===== src/rtl/bcd_a_binario.sv =====
// Signed 5-digit BCD to 16-bit two's complement converter (reverse double-dabble).
// Optional build macro: BCD_SATURATE_EN (saturate instead of wrap on range overflow).
module bcd_a_binario (
  input  logic        CLK100MHZ,
  input  logic        reset,
  input  logic        start,
  input  logic [20:0] codigo_BCD,
  output logic [15:0] resultado,
  output logic        done,
  output logic        busy,
  output logic        err_digito,
  output logic        overflow,
  output logic [1:0]  estado_dbg
);

  // start is a level sampled only in IDLE; done is a one-cycle pulse with the
  // registered results, which then hold until the next completion.
  typedef enum logic [1:0] {
    IDLE  = 2'd0,
    CHECK = 2'd1,
    SHIFT = 2'd2,
    SIGN  = 2'd3
  } estado_t;

  estado_t     state_q, state_d;
  logic        sign_q, sign_d;
  logic [19:0] bcd_q, bcd_d;
  logic [16:0] bin_q, bin_d;
  logic [4:0]  cnt_q, cnt_d;
  logic [15:0] res_q, res_d;
  logic        done_q, done_d;
  logic        busy_q, busy_d;
  logic        err_q, err_d;
  logic        ovf_q, ovf_d;

  logic [36:0] shifted;
  logic [19:0] bcd_sh;
  logic [16:0] bin_sh;
  logic        digit_bad;
  logic        ovf_now;
  logic [15:0] mag_neg;
  logic [15:0] wrapped;
  logic [15:0] final_res;

  always_comb begin
    shifted = {bcd_q, bin_q} >> 1;
    bin_sh  = shifted[16:0];
    bcd_sh  = shifted[36:17];
    for (int i = 0; i < 5; i++) begin
      if (shifted[17 + 4*i +: 4] >= 4'd8) begin
        bcd_sh[4*i +: 4] = shifted[17 + 4*i +: 4] - 4'd3;
      end
    end
  end

  always_comb begin
    digit_bad = 1'b0;
    for (int i = 0; i < 5; i++) begin
      if (bcd_q[4*i +: 4] > 4'd9) digit_bad = 1'b1;
    end
  end

  // Negative range reaches one further than positive (-32768 is representable).
  always_comb begin
    ovf_now = sign_q ? (bin_q > 17'd32768) : (bin_q > 17'd32767);
    mag_neg = 16'd0 - bin_q[15:0];
    wrapped = sign_q ? mag_neg : bin_q[15:0];
`ifdef BCD_SATURATE_EN
    if (ovf_now) final_res = sign_q ? 16'h8000 : 16'h7FFF;
    else         final_res = wrapped;
`else
    final_res = wrapped;
`endif
  end

  always_comb begin
    state_d = state_q;
    sign_d  = sign_q;
    bcd_d   = bcd_q;
    bin_d   = bin_q;
    cnt_d   = cnt_q;
    res_d   = res_q;
    done_d  = 1'b0;
    busy_d  = busy_q;
    err_d   = err_q;
    ovf_d   = ovf_q;
    case (state_q)
      IDLE: begin
        if (start) begin
          sign_d  = codigo_BCD[20];
          bcd_d   = codigo_BCD[19:0];
          bin_d   = 17'd0;
          busy_d  = 1'b1;
          state_d = CHECK;
        end
      end
      CHECK: begin
        if (digit_bad) begin
          err_d   = 1'b1;
          ovf_d   = 1'b0;
          res_d   = 16'h0000;
          done_d  = 1'b1;
          busy_d  = 1'b0;
          state_d = IDLE;
        end else begin
          cnt_d   = 5'd0;
          state_d = SHIFT;
        end
      end
      SHIFT: begin
        bcd_d = bcd_sh;
        bin_d = bin_sh;
        cnt_d = cnt_q + 5'd1;
        if (cnt_q == 5'd16) state_d = SIGN;
      end
      SIGN: begin
        res_d   = final_res;
        ovf_d   = ovf_now;
        err_d   = 1'b0;
        done_d  = 1'b1;
        busy_d  = 1'b0;
        state_d = IDLE;
      end
      default: state_d = IDLE;
    endcase
  end

  always_ff @(posedge CLK100MHZ) begin
    if (reset) begin
      state_q <= IDLE;
      sign_q  <= 1'b0;
      bcd_q   <= 20'd0;
      bin_q   <= 17'd0;
      cnt_q   <= 5'd0;
      res_q   <= 16'h0000;
      done_q  <= 1'b0;
      busy_q  <= 1'b0;
      err_q   <= 1'b0;
      ovf_q   <= 1'b0;
    end else begin
      state_q <= state_d;
      sign_q  <= sign_d;
      bcd_q   <= bcd_d;
      bin_q   <= bin_d;
      cnt_q   <= cnt_d;
      res_q   <= res_d;
      done_q  <= done_d;
      busy_q  <= busy_d;
      err_q   <= err_d;
      ovf_q   <= ovf_d;
    end
  end

  assign resultado  = res_q;
  assign done       = done_q;
  assign busy       = busy_q;
  assign err_digito = err_q;
  assign overflow   = ovf_q;
  assign estado_dbg = state_q;

endmodule


===== config.mk =====
export PLATFORM = sky130hd
export DESIGN_NAME = bcd_a_binario
export DESIGN_NICKNAME = d
export VERILOG_FILES = /design/src/rtl/bcd_a_binario.sv
export SDC_FILE = /design/constraint.sdc
export NUM_CORES = 1
export LEC_CHECK = 0
export CORE_ASPECT_RATIO = 0.7
export CORE_UTILIZATION = 32
export CTS_CLUSTER_DIAMETER = 40
export DETAILED_ROUTE_END_ITERATION = 10
export GPL_ROUTABILITY_DRIVEN = 0
export PLACE_DENSITY_LB_ADDON = 0.1
export SLEW_MARGIN = 20
export SYNTH_ARGS = -nofsm -noshare
export SYNTH_HDL_FRONTEND = slang
export SYNTH_SLANG_ARGS = --single-unit

===== constraint.sdc =====
create_clock -name CLK100MHZ -period 4.2 [get_ports CLK100MHZ]
set_clock_uncertainty 0.05 [all_clocks]
set_input_delay 0.63 -clock CLK100MHZ [delete_from_list [all_inputs] [get_ports CLK100MHZ]]
set_output_delay 0.63 -clock CLK100MHZ [all_outputs]
set_load 0.02 [all_outputs]

==> report_table.html <==
<table>
<tr><th>Metric</th><th>Value</th></tr>
<tr><th colspan="2">Clock network</th></tr>
<tr><td>Clock latency on the worst-skew pair</td><td>320 ps</td></tr>
<tr><td>Total of cells resized after clock tree synthesis</td><td>0</td></tr>
<tr><td>H-tree depth reported by CTS</td><td>3</td></tr>
<tr><td>CTS Sinks</td><td>65</td></tr>
<tr><td>TritonCTS clock tree</td><td>done</td></tr>
<tr><td>Number of buffers added by the clock tree synthesis step</td><td>9</td></tr>
<tr><td>Buffers inserted by post-CTS timing repair</td><td>0</td></tr>
<tr><td>Clock Root Buffer</td><td>clkbuf_16</td></tr>
<tr><td>Quantity of hold-fixing buffers added after cts</td><td>0</td></tr>
<tr><td>Worst-case clock buffer depth</td><td>2</td></tr>
<tr><td>Clock Pin Slew Worst Setup and Hold Paths</td><td>50 ps</td></tr>
<tr><th colspan="2">Flow run</th></tr>
<tr><td>Number of max-capacitance violations reported</td><td>0</td></tr>
<tr><th colspan="2">Global routing</th></tr>
<tr><td>GRT Resource Usage Total</td><td>15.9%</td></tr>
<tr><td>Vias in the first global route</td><td>2681</td></tr>
<tr><td>Antenna violations before repair</td><td>0</td></tr>
<tr><td>Global-route wire length before repair</td><td>13800 um</td></tr>
<tr><td>Maximum number of pins on one net before global-route repair</td><td>44</td></tr>
<tr><td>Final global-route overflow total</td><td>0</td></tr>
<tr><th colspan="2">Worst setup path</th></tr>
<tr><td>Critical Path End</td><td>resultado[15]$_SDFFE_PP0P_</td></tr>
<tr><td>Crit path depth</td><td>5</td></tr>
<tr><td>Required time of the worst setup path</td><td>4340 ps</td></tr>
<tr><td>Cell-by-cell trace of the critical path</td><td>ha_1 -&gt; nor2_1 -&gt; a21oi_1 -&gt; nor2_1 -&gt; o2bb2ai_1</td></tr>
<tr><td>Worst setup path category</td><td>flip-flop to flip-flop</td></tr>
<tr><td>Kind of launch point of the worst setup path</td><td>flip-flop</td></tr>
<tr><td>Category of the worst setup path capture point</td><td>flip-flop</td></tr>
<tr><td>Startpoint of the most critical register-to-register path</td><td>estado_dbg[0]$_SDFFE_PP0P_</td></tr>
<tr><td>Worst Path Buf+Inv</td><td>0</td></tr>
<tr><td>Critical path peak fanout</td><td>11</td></tr>
<tr><td>Worst-case reg-to-reg path depth</td><td>5</td></tr>
<tr><td>Start point of the critical path</td><td>estado_dbg[0]$_SDFFE_PP0P_</td></tr>
<tr><td>Worst R2R Setup Slack</td><td>1950 ps</td></tr>
<tr><td>Data arrival time of the critical path</td><td>2390 ps</td></tr>
<tr><td>Worst path slowest cell</td><td>a21oi_1</td></tr>
<tr><td>Crit path largest cell delay</td><td>510 ps</td></tr>
<tr><td>Cell mode on critical path</td><td>nor2_1</td></tr>
<tr><td>R2r endpoint</td><td>resultado[15]$_SDFFE_PP0P_</td></tr>
<tr><td>Top delay family on crit path</td><td>compound AO/OA/AOI/OAI gates</td></tr>
<tr><th colspan="2">Floorplanning</th></tr>
<tr><td>Horizontal extent of the die</td><td>125 um</td></tr>
<tr><td>Initial core utilization</td><td>32.9%</td></tr>
<tr><td>Die footprint</td><td>11000 um^2</td></tr>
<tr><td>Die span in y</td><td>88.2 um</td></tr>
<tr><td>Placeable core area</td><td>10300 um^2</td></tr>
<tr><td>Standard-cell row count</td><td>31</td></tr>
<tr><td>Number of ports placed on the die boundary</td><td>46</td></tr>
<tr><th colspan="2">Min path</th></tr>
<tr><td>Hold Crit Depth</td><td>2</td></tr>
<tr><td>HP Class</td><td>flip-flop to flip-flop</td></tr>
<tr><th colspan="2">Synth</th></tr>
<tr><td>Most area-hungry cell type in the Yosys netlist</td><td>dfxtp_1</td></tr>
<tr><td>Synth warnings</td><td>0</td></tr>
<tr><td>Synth top area share</td><td>38.3%</td></tr>
<tr><td>Combined area of all synthesized cells</td><td>3400 um^2</td></tr>
<tr><td>Commonest register cell after synthesis</td><td>dfxtp_1</td></tr>
<tr><td>Mean instance size in the synthesized netlist</td><td>8.60 um^2</td></tr>
<tr><td>Sequential cell area fraction in the yosys report</td><td>38.3%</td></tr>
<tr><td>Number of flops mapped to enable cells by yosys</td><td>0</td></tr>
<tr><td>List of most frequent post-synthesis cells</td><td>65 x dfxtp_1, 41 x nor2_1, 34 x a21oi_1</td></tr>
<tr><td>Unique masters post-synth</td><td>46</td></tr>
<tr><td>FFs w/ async S/R, synth</td><td>0%</td></tr>
<tr><td>Post-Synthesis Cells</td><td>395</td></tr>
<tr><td>Net count after synthesis</td><td>435</td></tr>
<tr><td>Top cells by area, synth</td><td>dfxtp_1 38%, ha_1 5.9%, a21oi_1 5.0%, nor2_1 4.5%, a22oi_1 3.8%</td></tr>
<tr><td>Most frequent cell after synthesis</td><td>dfxtp_1</td></tr>
<tr><td>FF+latch count, synth</td><td>65</td></tr>
<tr><th colspan="2">STA</th></tr>
<tr><td>RSZ-0062 raised after global routing</td><td>no</td></tr>
<tr><td>Final critical path time including I/O delays and setup</td><td>2250 ps</td></tr>
<tr><td>Final-report setup violation count</td><td>0</td></tr>
<tr><td>Slew margin rel.</td><td>48.4%</td></tr>
<tr><td>Ratio of final minimum period to clock period</td><td>53.6%</td></tr>
<tr><td>Slew of the pin with the lowest slew margin</td><td>772 ps</td></tr>
<tr><td>Final count of hold timing violations</td><td>0</td></tr>
<tr><td>Final-layout setup total negative slack</td><td>0 ps</td></tr>
<tr><td>Max-slew violations</td><td>0</td></tr>
<tr><td>Top achievable clock speed</td><td>0.444 GHz</td></tr>
<tr><th colspan="2">Placed design</th></tr>
<tr><td>Post-detailed-placement cell area</td><td>3890 um^2</td></tr>
<tr><td># port buffers</td><td>45</td></tr>
<tr><td>Final HPWL DP</td><td>5590 um</td></tr>
<tr><th colspan="2">Pwr</th></tr>
<tr><td>Worst ir drop on vdd</td><td>0.191 mV</td></tr>
<tr><td>Static leakage power</td><td>1.49 nW</td></tr>
<tr><td>Total power per unit cell area</td><td>416 nW/um^2</td></tr>
<tr><th colspan="2">Drt</th></tr>
<tr><td>Post-DRT Antenna Nets</td><td>0</td></tr>
<tr><td>Pre-Repair DR Iteration Count</td><td>6</td></tr>
<tr><td>Via count</td><td>2843</td></tr>
<tr><td>Total DRC errors in the routed layout</td><td>0</td></tr>
<tr><td>Drt first-iter violations</td><td>151</td></tr>
<tr><td>Total wirelength of the detailed-routed design</td><td>8160 um</td></tr>
<tr><td>Met1 WL</td><td>4530 um</td></tr>
<tr><td>Vias per std cell</td><td>5.07</td></tr>
<tr><td>Met2 wire len</td><td>3320 um</td></tr>
<tr><td>Met3 wire length</td><td>279 um</td></tr>
<tr><td>Average wire per cell in the routed design</td><td>14.6 um</td></tr>
<tr><td>Top layer in use</td><td>met4</td></tr>
<tr><th colspan="2">Final layout</th></tr>
<tr><td>Final cell area excluding filler cells</td><td>4170 um^2</td></tr>
<tr><td>Layout fillers</td><td>1056</td></tr>
<tr><td>Seq. cell area</td><td>1300 um^2</td></tr>
<tr><td>Area of the multi-input gates</td><td>1890 um^2</td></tr>
<tr><td>NumNets Final</td><td>465</td></tr>
<tr><td>Number of antenna cells inserted</td><td>0</td></tr>
<tr><td>Area growth from synthesis to layout</td><td>22.7%</td></tr>
<tr><td>Ratio of cells with drive above 1 in the final layout</td><td>6.76%</td></tr>
<tr><th colspan="2">Run status</th></tr>
<tr><td>Outcome</td><td>finished, final reports clean</td></tr>
</table>
-- cell type report --
cell class / count / share of cell area [%]
sequential: 65 / 31.2
timing repair buffer: 49 / 11.4
clock buffer: 11 / 5.59
inverter: 16 / 1.44
clock inverter: 4 / 1.08
multi-input combinational: 284 / 45.3
tap: 132 / 3.96
-- report_power, final --
group / switching [W] / total (W) / internal (W)
logic: 0.000188 / 0.000312 / 0.000124
clock network: 0.000260 / 0.000712 / 0.000453
registers: 0.0000502 / 0.000708 / 0.000658
total: 0.000498 / 0.00173 / 0.00123
-- registers in the layout (all words and copies together) (netlist names), named ones only --
name	flops
bcd_q	20
bin_q	17
busy	1
cnt_q	5
done	1
err_digito	1
estado_dbg	1
overflow	1
resultado	16
sign_q	1
-- stage by stage --
stage,worst slack [ps],instances,util [%],hold slack (ps),power [W]
5_1_grt,1740,561,40.4,414,0.00182
6_report,1950,561,40.4,398,0.00173
3_3_place_gp,1700,546,37.7,391,0.00103
3_5_place_dp,1640,546,37.7,397,0.00103
2_1_floorplan,2180,395,-,382,0.000933
4_1_cts,1910,561,40.4,403,0.00175
-- tightest hold or removal path, delay by kind of cell (launching register included) --
family / cells / cell delay [ps]
compound gates: 1 / 50
flops: 1 / 300
simple gates: 1 / 50
-- placed cells by master, fill, tap and decap left out, types with 2 or more instances in the layout --
| master | Yosys | routed |
|---|---|---|
| a211oi_1 | 11 | 11 |
| a21boi_0 | 2 | 2 |
| a21oi_1 | 34 | 34 |
| a22oi_1 | 17 | 17 |
| a2bb2oi_1 | 2 | 2 |
| a32oi_1 | 2 | 2 |
| and3_1 | 2 | 2 |
| buf_4 | 1 | 4 |
| clkbuf_1 | 18 | 2 |
| clkbuf_16 | 0 | 9 |
| clkdlybuf4s50_1 | 0 | 44 |
| clkinv_2 | 0 | 3 |
| dfxtp_1 | 65 | 65 |
| ha_1 | 16 | 16 |
| inv_1 | 16 | 16 |
| mux2i_1 | 8 | 8 |
| nand2_1 | 33 | 33 |
| nand2b_1 | 2 | 2 |
| nand3_1 | 13 | 13 |
| nand4_1 | 3 | 3 |
| nand4b_1 | 2 | 2 |
| nor2_1 | 41 | 41 |
| nor2b_1 | 9 | 9 |
| nor3_1 | 3 | 3 |
| o211ai_1 | 12 | 12 |
| o21ai_0 | 9 | 9 |
| o21ai_1 | 8 | 8 |
| o2bb2ai_1 | 9 | 9 |
| o31ai_1 | 5 | 5 |
| o41ai_2 | 2 | 2 |
| or2_2 | 2 | 2 |
| or3_1 | 2 | 2 |
| xnor2_1 | 12 | 12 |
| xor2_1 | 11 | 11 |
-- cells by family (layout without fill, tap and decap cells) --
family	after synthesis	in the layout	synth area share, %
flops	65	65	38.3
fa+ha+maj	16	16	5.90
mux	8	8	2.36
buf+inv	46	80	6.12
compound gates	118	118	24.2
xor+xnor	23	23	5.93
simple gates	119	119	17.2
-- metal layers --
layer | vias up | GRT usage [%]
met5 | - | 0
li1 | 1463 | -
met1 | 1337 | 22.9
met2 | 41 | 23.2
met4 | 0 | 4.66
met3 | 2 | 4.34
-- worst min path at each step --
stage / from / endpoint
after global placement: resultado[2]$_SDFFE_PP0P_ / resultado[2]$_SDFFE_PP0P_
after global routing: resultado[4]$_SDFFE_PP0P_ / resultado[4]$_SDFFE_PP0P_
after detailed placement: resultado[4]$_SDFFE_PP0P_ / resultado[4]$_SDFFE_PP0P_
after CTS: resultado[4]$_SDFFE_PP0P_ / resultado[4]$_SDFFE_PP0P_
after floorplan: bcd_q[0]$_SDFFE_PP0P_ / bcd_q[0]$_SDFFE_PP0P_
final: resultado[4]$_SDFFE_PP0P_ / resultado[4]$_SDFFE_PP0P_
No activity file was read; power rests on OpenSTA's default activity.
